**config.mk**
```make
export PLATFORM = sky130hd
export DESIGN_NAME = pong_game_ctrl_flat
export DESIGN_NICKNAME = d
export VERILOG_FILES = /design/src/rtl/pong_pkg.sv /design/src/rtl/pong_game_ctrl_if.sv /design/src/rtl/pong_tick_div.sv /design/src/rtl/pong_game_ctrl.sv /design/src/flat_wrapper.sv
export SDC_FILE = /design/constraint.sdc
export NUM_CORES = 1
export LEC_CHECK = 0
export CORE_MARGIN = 2
export CORE_UTILIZATION = 35
export DETAILED_ROUTE_END_ITERATION = 8
export GPL_TIMING_DRIVEN = 0
export PLACE_DENSITY = 0.66
export SLEW_MARGIN = 20
export SYNTH_ARGS = -nofsm -noshare
export SYNTH_HDL_FRONTEND = slang
export SYNTH_SLANG_ARGS = --single-unit
```
**constraint.sdc**
```tcl
create_clock -name clk -period 3.1 [get_ports clk]
set_input_delay 0.93 -clock clk [delete_from_list [all_inputs] [get_ports clk]]
set_output_delay 0.93 -clock clk [all_outputs]
set_load 0.05 [all_outputs]
```
**src/rtl/pong_pkg.sv**
```systemverilog
// Shared types and widths for the pong game controller and its frame divider.
package pong_pkg;

  localparam int unsigned STATE_W     = 3;
  localparam int unsigned SCORE_W     = 4;
  localparam int unsigned DIV_W       = 4;
  localparam int unsigned HIT_W       = 4;
  localparam int unsigned SERVE_CNT_W = 8;

  typedef enum logic [STATE_W-1:0] {
    ST_IDLE  = 3'd0,
    ST_SERVE = 3'd1,
    ST_PLAY  = 3'd2,
    ST_POINT = 3'd3,
    ST_OVER  = 3'd4
  } state_e;

  typedef logic [SCORE_W-1:0] score_t;
  typedef logic [DIV_W-1:0]   div_t;

  typedef struct packed {
    score_t l;
    score_t r;
  } score_pair_t;

  // Speed-up step: one frame faster per motion tick, never below one frame.
  function automatic div_t div_step(input div_t d);
    return (d > DIV_W'(1)) ? d - DIV_W'(1) : DIV_W'(1);
  endfunction

endpackage

```
**src/rtl/pong_game_ctrl_if.sv**
```systemverilog
// Game event inputs and controller outputs between video/ball logic and the controller.
interface pong_game_ctrl_if
  import pong_pkg::*;
  ();

  logic                 frame_start;
  logic                 start_btn;
  logic                 hit_l;
  logic                 hit_r;
  logic                 miss_l;
  logic                 miss_r;
  logic                 update_tick;
  logic                 serve_l;
  logic                 serve_r;
  logic [SCORE_W-1:0]   score_l;
  logic [SCORE_W-1:0]   score_r;
  logic                 game_over;
  logic [STATE_W-1:0]   state;

  modport master (
    output frame_start, start_btn, hit_l, hit_r, miss_l, miss_r,
    input  update_tick, serve_l, serve_r, score_l, score_r, game_over, state
  );

  modport slave (
    input  frame_start, start_btn, hit_l, hit_r, miss_l, miss_r,
    output update_tick, serve_l, serve_r, score_l, score_r, game_over, state
  );

endinterface

```
**src/rtl/pong_tick_div.sv**
```systemverilog
// Frame divider: emits tick on the frame_start that completes each divisor-frame period.
module pong_tick_div
  import pong_pkg::*;
(
  input  logic clk,
  input  logic rst,
  input  logic load,
  input  div_t divisor,
  input  logic frame_start,
  output logic tick
);

  div_t cnt_q;

  // Terminal count is 1; a divisor lowered mid-period takes effect on the next reload.
  assign tick = frame_start & ~load & (cnt_q <= DIV_W'(1));

  always_ff @(posedge clk) begin
    if (rst) begin
      cnt_q <= '0;
    end else if (load) begin
      cnt_q <= divisor;
    end else if (frame_start) begin
      cnt_q <= tick ? divisor : cnt_q - DIV_W'(1);
    end
  end

endmodule

```
**src/rtl/pong_game_ctrl.sv**
```systemverilog
// Pong game sequencing: start, serve delay, rally speed-up, scoring and game over.
module pong_game_ctrl
  import pong_pkg::*;
#(
  parameter int unsigned WIN_SCORE     = 9,
  parameter int unsigned SERVE_FRAMES  = 60,
  parameter int unsigned TICK_DIV_INIT = 4,
  parameter int unsigned HITS_PER_STEP = 4
) (
  input logic              clk,
  input logic              rst,
  pong_game_ctrl_if.slave  bus
);

  state_e                  state_q, state_n;
  score_pair_t             score_q, score_n;
  logic                    server_r_q, server_r_n;
  logic [SERVE_CNT_W-1:0]  serve_cnt_q, serve_cnt_n;
  logic [HIT_W-1:0]        hit_cnt_q, hit_cnt_n;
  div_t                    tick_div_q, tick_div_n;
  logic                    start_prev_q;

  logic start_edge;
  logic miss_any;
  logic serve_l_c, serve_r_c;
  logic div_load;
  logic div_tick;

  assign start_edge = bus.start_btn & ~start_prev_q;
  assign miss_any   = bus.miss_l | bus.miss_r;

  pong_tick_div u_tick_div (
    .clk         (clk),
    .rst         (rst),
    .load        (div_load),
    .divisor     (tick_div_q),
    .frame_start (bus.frame_start & (state_q == ST_PLAY)),
    .tick        (div_tick)
  );

  // Start history tracks the button even in reset so a held button never retriggers.
  always_ff @(posedge clk) begin
    start_prev_q <= bus.start_btn;
    if (rst) begin
      state_q     <= ST_IDLE;
      score_q     <= '0;
      server_r_q  <= 1'b1;
      serve_cnt_q <= '0;
      hit_cnt_q   <= '0;
      tick_div_q  <= DIV_W'(TICK_DIV_INIT);
    end else begin
      state_q     <= state_n;
      score_q     <= score_n;
      server_r_q  <= server_r_n;
      serve_cnt_q <= serve_cnt_n;
      hit_cnt_q   <= hit_cnt_n;
      tick_div_q  <= tick_div_n;
    end
  end

  always_comb begin
    state_n     = state_q;
    score_n     = score_q;
    server_r_n  = server_r_q;
    serve_cnt_n = serve_cnt_q;
    hit_cnt_n   = hit_cnt_q;
    tick_div_n  = tick_div_q;
    serve_l_c   = 1'b0;
    serve_r_c   = 1'b0;
    div_load    = 1'b0;

    unique case (state_q)
      ST_IDLE, ST_OVER: begin
        if (start_edge) begin
          state_n     = ST_SERVE;
          score_n     = '0;
          server_r_n  = 1'b1;
          serve_cnt_n = '0;
          hit_cnt_n   = '0;
          tick_div_n  = DIV_W'(TICK_DIV_INIT);
        end
      end

      ST_SERVE: begin
        if (bus.frame_start) begin
          if (serve_cnt_q == SERVE_CNT_W'(SERVE_FRAMES - 1)) begin
            serve_l_c   = ~server_r_q;
            serve_r_c   = server_r_q;
            div_load    = 1'b1;
            serve_cnt_n = '0;
            state_n     = ST_PLAY;
          end else begin
            serve_cnt_n = serve_cnt_q + SERVE_CNT_W'(1);
          end
        end
      end

      // A miss pre-empts hits and motion ticks in the same cycle; miss_l wins a double miss.
      ST_PLAY: begin
        if (bus.miss_l) begin
          score_n.r  = score_q.r + SCORE_W'(1);
          server_r_n = 1'b1;
          state_n    = ST_POINT;
        end else if (bus.miss_r) begin
          score_n.l  = score_q.l + SCORE_W'(1);
          server_r_n = 1'b0;
          state_n    = ST_POINT;
        end else if (bus.hit_l | bus.hit_r) begin
          if (hit_cnt_q == HIT_W'(HITS_PER_STEP - 1)) begin
            hit_cnt_n  = '0;
            tick_div_n = div_step(tick_div_q);
          end else begin
            hit_cnt_n = hit_cnt_q + HIT_W'(1);
          end
        end
      end

      ST_POINT: begin
        if ((score_q.l == SCORE_W'(WIN_SCORE)) || (score_q.r == SCORE_W'(WIN_SCORE))) begin
          state_n = ST_OVER;
        end else begin
          state_n     = ST_SERVE;
          serve_cnt_n = '0;
          hit_cnt_n   = '0;
          tick_div_n  = DIV_W'(TICK_DIV_INIT);
        end
      end

      default: state_n = ST_IDLE;
    endcase
  end

  // Pulses coincide with their triggering input cycle; reset suppresses them immediately.
  assign bus.serve_l     = serve_l_c & ~rst;
  assign bus.serve_r     = serve_r_c & ~rst;
  assign bus.update_tick = div_tick & (state_q == ST_PLAY) & ~miss_any & ~rst;
  assign bus.score_l     = score_q.l;
  assign bus.score_r     = score_q.r;
  assign bus.game_over   = (state_q == ST_OVER);
  assign bus.state       = state_q;

endmodule

```
**src/flat_wrapper.sv**
```systemverilog
// flat-port wrapper written by rule: the top's interface ports become plain ports
module pong_game_ctrl_flat import pong_pkg::*;
#(
  parameter int unsigned WIN_SCORE     = 9,
  parameter int unsigned SERVE_FRAMES  = 60,
  parameter int unsigned TICK_DIV_INIT = 4,
  parameter int unsigned HITS_PER_STEP = 4
)
  (clk, rst, bus_frame_start, bus_start_btn, bus_hit_l, bus_hit_r, bus_miss_l, bus_miss_r, bus_update_tick, bus_serve_l, bus_serve_r, bus_score_l, bus_score_r, bus_game_over, bus_state);
  pong_game_ctrl_if bus_i ();
  input logic clk;
  input logic rst;
  input wire logic [$bits(bus_i.frame_start)-1:0] bus_frame_start;
  input wire logic [$bits(bus_i.start_btn)-1:0] bus_start_btn;
  input wire logic [$bits(bus_i.hit_l)-1:0] bus_hit_l;
  input wire logic [$bits(bus_i.hit_r)-1:0] bus_hit_r;
  input wire logic [$bits(bus_i.miss_l)-1:0] bus_miss_l;
  input wire logic [$bits(bus_i.miss_r)-1:0] bus_miss_r;
  output wire logic [$bits(bus_i.update_tick)-1:0] bus_update_tick;
  output wire logic [$bits(bus_i.serve_l)-1:0] bus_serve_l;
  output wire logic [$bits(bus_i.serve_r)-1:0] bus_serve_r;
  output wire logic [$bits(bus_i.score_l)-1:0] bus_score_l;
  output wire logic [$bits(bus_i.score_r)-1:0] bus_score_r;
  output wire logic [$bits(bus_i.game_over)-1:0] bus_game_over;
  output wire logic [$bits(bus_i.state)-1:0] bus_state;
  assign bus_i.frame_start = bus_frame_start;
  assign bus_i.start_btn = bus_start_btn;
  assign bus_i.hit_l = bus_hit_l;
  assign bus_i.hit_r = bus_hit_r;
  assign bus_i.miss_l = bus_miss_l;
  assign bus_i.miss_r = bus_miss_r;
  assign bus_update_tick = bus_i.update_tick;
  assign bus_serve_l = bus_i.serve_l;
  assign bus_serve_r = bus_i.serve_r;
  assign bus_score_l = bus_i.score_l;
  assign bus_score_r = bus_i.score_r;
  assign bus_game_over = bus_i.game_over;
  assign bus_state = bus_i.state;
  pong_game_ctrl #(.WIN_SCORE(WIN_SCORE), .SERVE_FRAMES(SERVE_FRAMES), .TICK_DIV_INIT(TICK_DIV_INIT), .HITS_PER_STEP(HITS_PER_STEP)) u_core (.clk(clk), .rst(rst), .bus(bus_i));
endmodule
```
After elaboration in Yosys (flattened, before gate mapping). Index checks and enable logic that the tools add are counted.

Register bits: 33. RAM bits: 0. Logic and storage cells: 113. Memory bits (read-only): 0. Latch bits: 0. Memories: 0.

$add $sub $neg: 6. Equality and inequality tests: 19. Divide/modulo/power cells: 0. Multipliers: 0. Shift operators: 0. Reduce and logical (&&, ||, !) cells: 14. Magnitude comparators: 2. Mux-type cells: 47. Bitwise operators: 16.

Operator list (number): 4-bit two-way mux (19); 8-bit two-way mux (4); 4-bit one-hot mux with 3 select lines (2); 8-bit one-hot mux with 3 select lines (1); 3-bit two-way mux (6); 2-bit != test, second input constant (8); 8-bit one-hot mux with 2 select lines (1); 4-bit by 1-bit adder with 4-bit output, second input constant (3); 1-bit two-way mux (12); 3-bit one-hot mux with 4 select lines (1); 4-bit AND reduction (3); 1-bit bitwise AND (9); 8-bit by 1-bit adder with 8-bit output, second input constant (1); 4-bit equality test, second input constant (2); 8-bit by 6-bit equality test with 1-bit output, second input constant (1); 4-bit by 1-bit subtractor with 4-bit output, second input constant (2); 7-bit AND reduction (1); 3-bit by 2-bit equality test with 1-bit output, second input constant (2); 3-bit AND reduction (2); 6-bit AND reduction (1); 3-bit nonzero test (2); 1-bit inverter (5); 4-bit by 2-bit equality test with 1-bit output, second input constant (1); 4-bit by 1-bit greater-than comparator with 1-bit output, second input constant (1); other kinds (11) (14).

Depth between registers and ports, before layout.
Word-level depth: 10. Gate-level depth with buffers: 8.

Cells and area by module. Synthesis repeated with hierarchy kept, for this count alone.

Cell total of the unflattened synthesis: 241. Area, all modules: 1984.4 µm².

By module, submodules not included: pong_game_ctrl (cells an instance 207, area each 1699.1 µm², times used 1); pong_tick_div (cells an instance 34, area each 285.3 µm², times used 1).

Worst setup path before layout. OpenSTA, ideal clock, no wires.

Path kind: reg2out. Start point: register u_core.state_q[1] (netlist: u_core.bus.state[1]). End point: output bus_update_tick. Path slack: -0.769 ns. Cell stages (with the launch flop): 4. Data required time: 2.170 ns. Data arrival time: 2.939 ns. Path buffers: 1. Cell sequence: dfxtp_1 buf_4 or3b_2 nor4_1.

Longest elaborated chain between the ends: 8.

RTL lines: from (decl) (RTL line pong_game_ctrl.sv:15) `state_e state_q, state_n;`; from (signal assigned) (RTL line pong_game_ctrl.sv:52) `state_q <= state_n;`; 3-bit by 1-bit equality test with 1-bit output (RTL line pong_game_ctrl.sv:72) `unique case (state_q)`; 1-bit two-way mux (RTL line pong_game_ctrl.sv:72); 1-bit inverter (RTL line pong_tick_div.sv:16) `assign tick = frame_start & ~load & (cnt_q <= DIV_W'(1));`; 1-bit bitwise AND (2 in series) (RTL line pong_tick_div.sv:16); 1-bit bitwise AND * (3 in series) (RTL line pong_game_ctrl.sv:136) `assign bus.update_tick = div_tick & (state_q == ST_PLAY) & ~miss_any & ~rst;`; to (decl) (RTL line flat_wrapper.sv:19) `output wire logic [$bits(bus_i.update_tick)-1:0] bus_update_tick;`.

Every way passes the cells marked *; elsewhere a longest branch is shown, timed or not.

Worst setup path in the final report.
Start point: input bus_miss_l. End point: output bus_update_tick.

Longest elaborated chain between the ends: 4.

RTL lines: from (decl) (RTL line flat_wrapper.sv:17) `input wire logic [$bits(bus_i.miss_l)-1:0] bus_miss_l;`; 1-bit bitwise OR (RTL line pong_game_ctrl.sv:30) `assign miss_any = bus.miss_l | bus.miss_r;`; 1-bit inverter (RTL line pong_game_ctrl.sv:136); 1-bit bitwise AND (2 in series) (RTL line pong_game_ctrl.sv:136).

No other way between the ends.

==> metrics <==
Setup CP Type=input port to primary output; GRT Util Overall=roughly 16%; Top FF cell, synth=dfxtp_1; CTS clk-pin slew, worst paths=~60 ps; synthesis warning total=0; fin crit period=slightly above 3000 ps; DR DRC count=0; share of layout cells above drive strength 1=a little under an eighth; outcome=completed; most common cell after layout, fill and taps aside=dfxtp_1; fin cells=332; clock tree buffer depth=2; Post-Synthesis Net Count=248; Syn Std Cell Area=about 1900 sq um; Die ar.=6160 sq um; most frequent cells in the layout=33 x dfxtp_1, 30 x nor2_1, 17 x clkdlybuf4s50_1, 14 x nand2_1, 13 x nand3_1; Crit Path Max Fanout=8; Cell Rows=27; via count=roughly 1800; final wirelength=between 4000 and 5000 um; Fin. Hold Viols=0; placeable core area=around 5400 sq um; Area Growth Syn to Fin=21.3%; antenna cells=0; largest area contributor in the netlist=dfxtp_1; share of flip-flops with an asynchronous set or reset=0%; Mean Syn Cell Area=roughly 8.4 sq um; htree depth=2; max-slew violations=0; required time of the critical path=2170 ps; clk_skew=~1.7 ps; final worst path period share=approximately 97%; Fill cells=around 560; nets=between 200 and 300; first-pass GRT wire length=slightly below 8000 um; PortBufs=22; drt pass-1 iters=4; post-CTS setup buffers=0; startpoint type of the worst setup path=input port; Post-DP HPWL=3340 um; CP endpoint kind=primary output; FF+latch count, synth=33; Max IR drop VDD=0.000143 V; Total Power=just over 0.0008 W; final global-route overflow total=0; unrepaired setup endpoints after global routing=no; Root Driver=clkbuf_8; largest net degree at the start of global routing=11; cell count after placement=around 320; Post-synth EDFFs=0; MaxCap Viol Count=0; worst-margin pin slew=roughly 730 ps; CTS tree=yes; Initial DRC Count=between 90 and 100; Relative slew margins=50.4%; Unique masters post-synth=54; antenna violations before repair=0; leading post-synthesis cells by cell area=dfxtp_1 34%, ha_1 6.4%, nor2_1 6.0%; number of global-route vias before repair=between 1500 and 2000; Num CTS Buffers=5; detail-routed via count per cell=about 5.3; Seq/Total Area, Yosys=about a third; Num Clock Sinks=33; wire length per cell=between 10 and 15 um; leakage power total=0.819 nW; DRT antenna net count=0; Worst Path Arrival=between 2000 and 2500 ps; # setup viols final=0; Initial Util=a little over a third; post-synth top area share=between 30% and 40%; Post-CTS Resized=25; Hold Path Class=flip-flop to flip-flop; # IOs=23; hold buffers post-CTS=0; DIE WIDTH=between 70 and 80 um; Peak Freq=~330 MHz; PD cells=roughly 350 nW/um^2; Syn Inst Count=between 200 and 250; Die Ht=between 70 and 80 um; gpl congestion=roughly 0.81; later-pin clock latency in the skew report=approximately 280 ps
worst paths after layout:
check | cells after the start | startpoint | end | slack (ps)
setup / recovery | 3 | bus_miss_l | bus_update_tick | 80
hold / removal | 2 | u_core.serve_cnt_q[1] | u_core.serve_cnt_q[1] | 490
setup reg to reg | 6 | u_core.bus.state[0] | u_core.tick_div_q[2] | 760
hold reg to reg | 2 | u_core.serve_cnt_q[1] | u_core.serve_cnt_q[1] | 490
cell families (layout without fill, tap and decap cells):
family	Yosys count	in the layout	synth area share, %
compound gates	46	46	18.1
xor+xnor	10	10	4.51
fa+ha+maj	10	10	6.45
buf+inv	21	51	4.38
flops	33	33	34.0
mux	4	4	2.13
simple gates	106	106	30.4
registers in the layout (all words and copies together) (netlist names):
signal	flops
u_core.bus.state	3
u_core.server_r_q	1
u_core.tick_div_q	4
u_core.u_tick_div.cnt_q	4
u_core.bus.score_l	4
u_core.serve_cnt_q	8
u_core.hit_cnt_q	4
u_core.bus.score_r	4
u_core.start_prev_q	1
per-layer routing:
metal  part of all wire (%)  track usage, %
met5                      0               0
met4                    1.3            5.61
met3                    3.8            4.02
met2                     45            23.2
met1                     50            22.5
cell type report:
| type | instances | area [sq um] | area share, % |
|---|---|---|---|
| plain buffers | 9 | 51.3 | 2.18 |
| clock buffers | 8 | 80.1 | 3.40 |
| inverters | 12 | 45.0 | 1.91 |
| multi-input cells | 176 | 1220 | 51.7 |
| flip-flops and latches | 33 | 661 | 28.1 |
| well taps | 72 | 90.1 | 3.83 |
| repair buffers | 22 | 210 | 8.93 |
Yosys cell counts (all sizes together), types with 3 or more instances:
library cell  count
dfxtp            33
inv              12
nand2b            3
clkbuf            6
mux2i             3
nor2             31
a31oi             6
xor2              8
nor3              7
nand3            13
ha               10
a21oi            11
o31ai             3
buf               3
nor4              5
or3               4
nand3b            5
nand4             5
nor3b             4
nand2            14
o21ai            11
or3b              3
where the power goes:
| part | switching [W] | total [W] | internal (W) |
|---|---|---|---|
| Clock | 0.000152 | 0.000311 | 0.000159 |
| Combinational | 0.0000474 | 0.0000767 | 0.0000292 |
| Sequential | 0.00000684 | 0.000437 | 0.000430 |
critical path, cell delays in order:
cell and delay [ps]:
clkdlybuf4s50_1 560, nor4_2 320, clkbuf_4 280
stage by stage:
stage	util (%)	area, sq um	setup slack (ps)	setup TNS [ps]	hold slack [ps]
final	43.3	2350	78.1	0	489
after global routing	43.3	2350	7.36	0	507
after CTS	43.2	2350	29.8	0	488
after detailed placement	41.7	2270	-773	-2090	478
after global placement	41.7	2270	-782	-2140	468
after floorplan	-	1960	-195	-195	454
No activity file was read; power rests on OpenSTA's default activity.
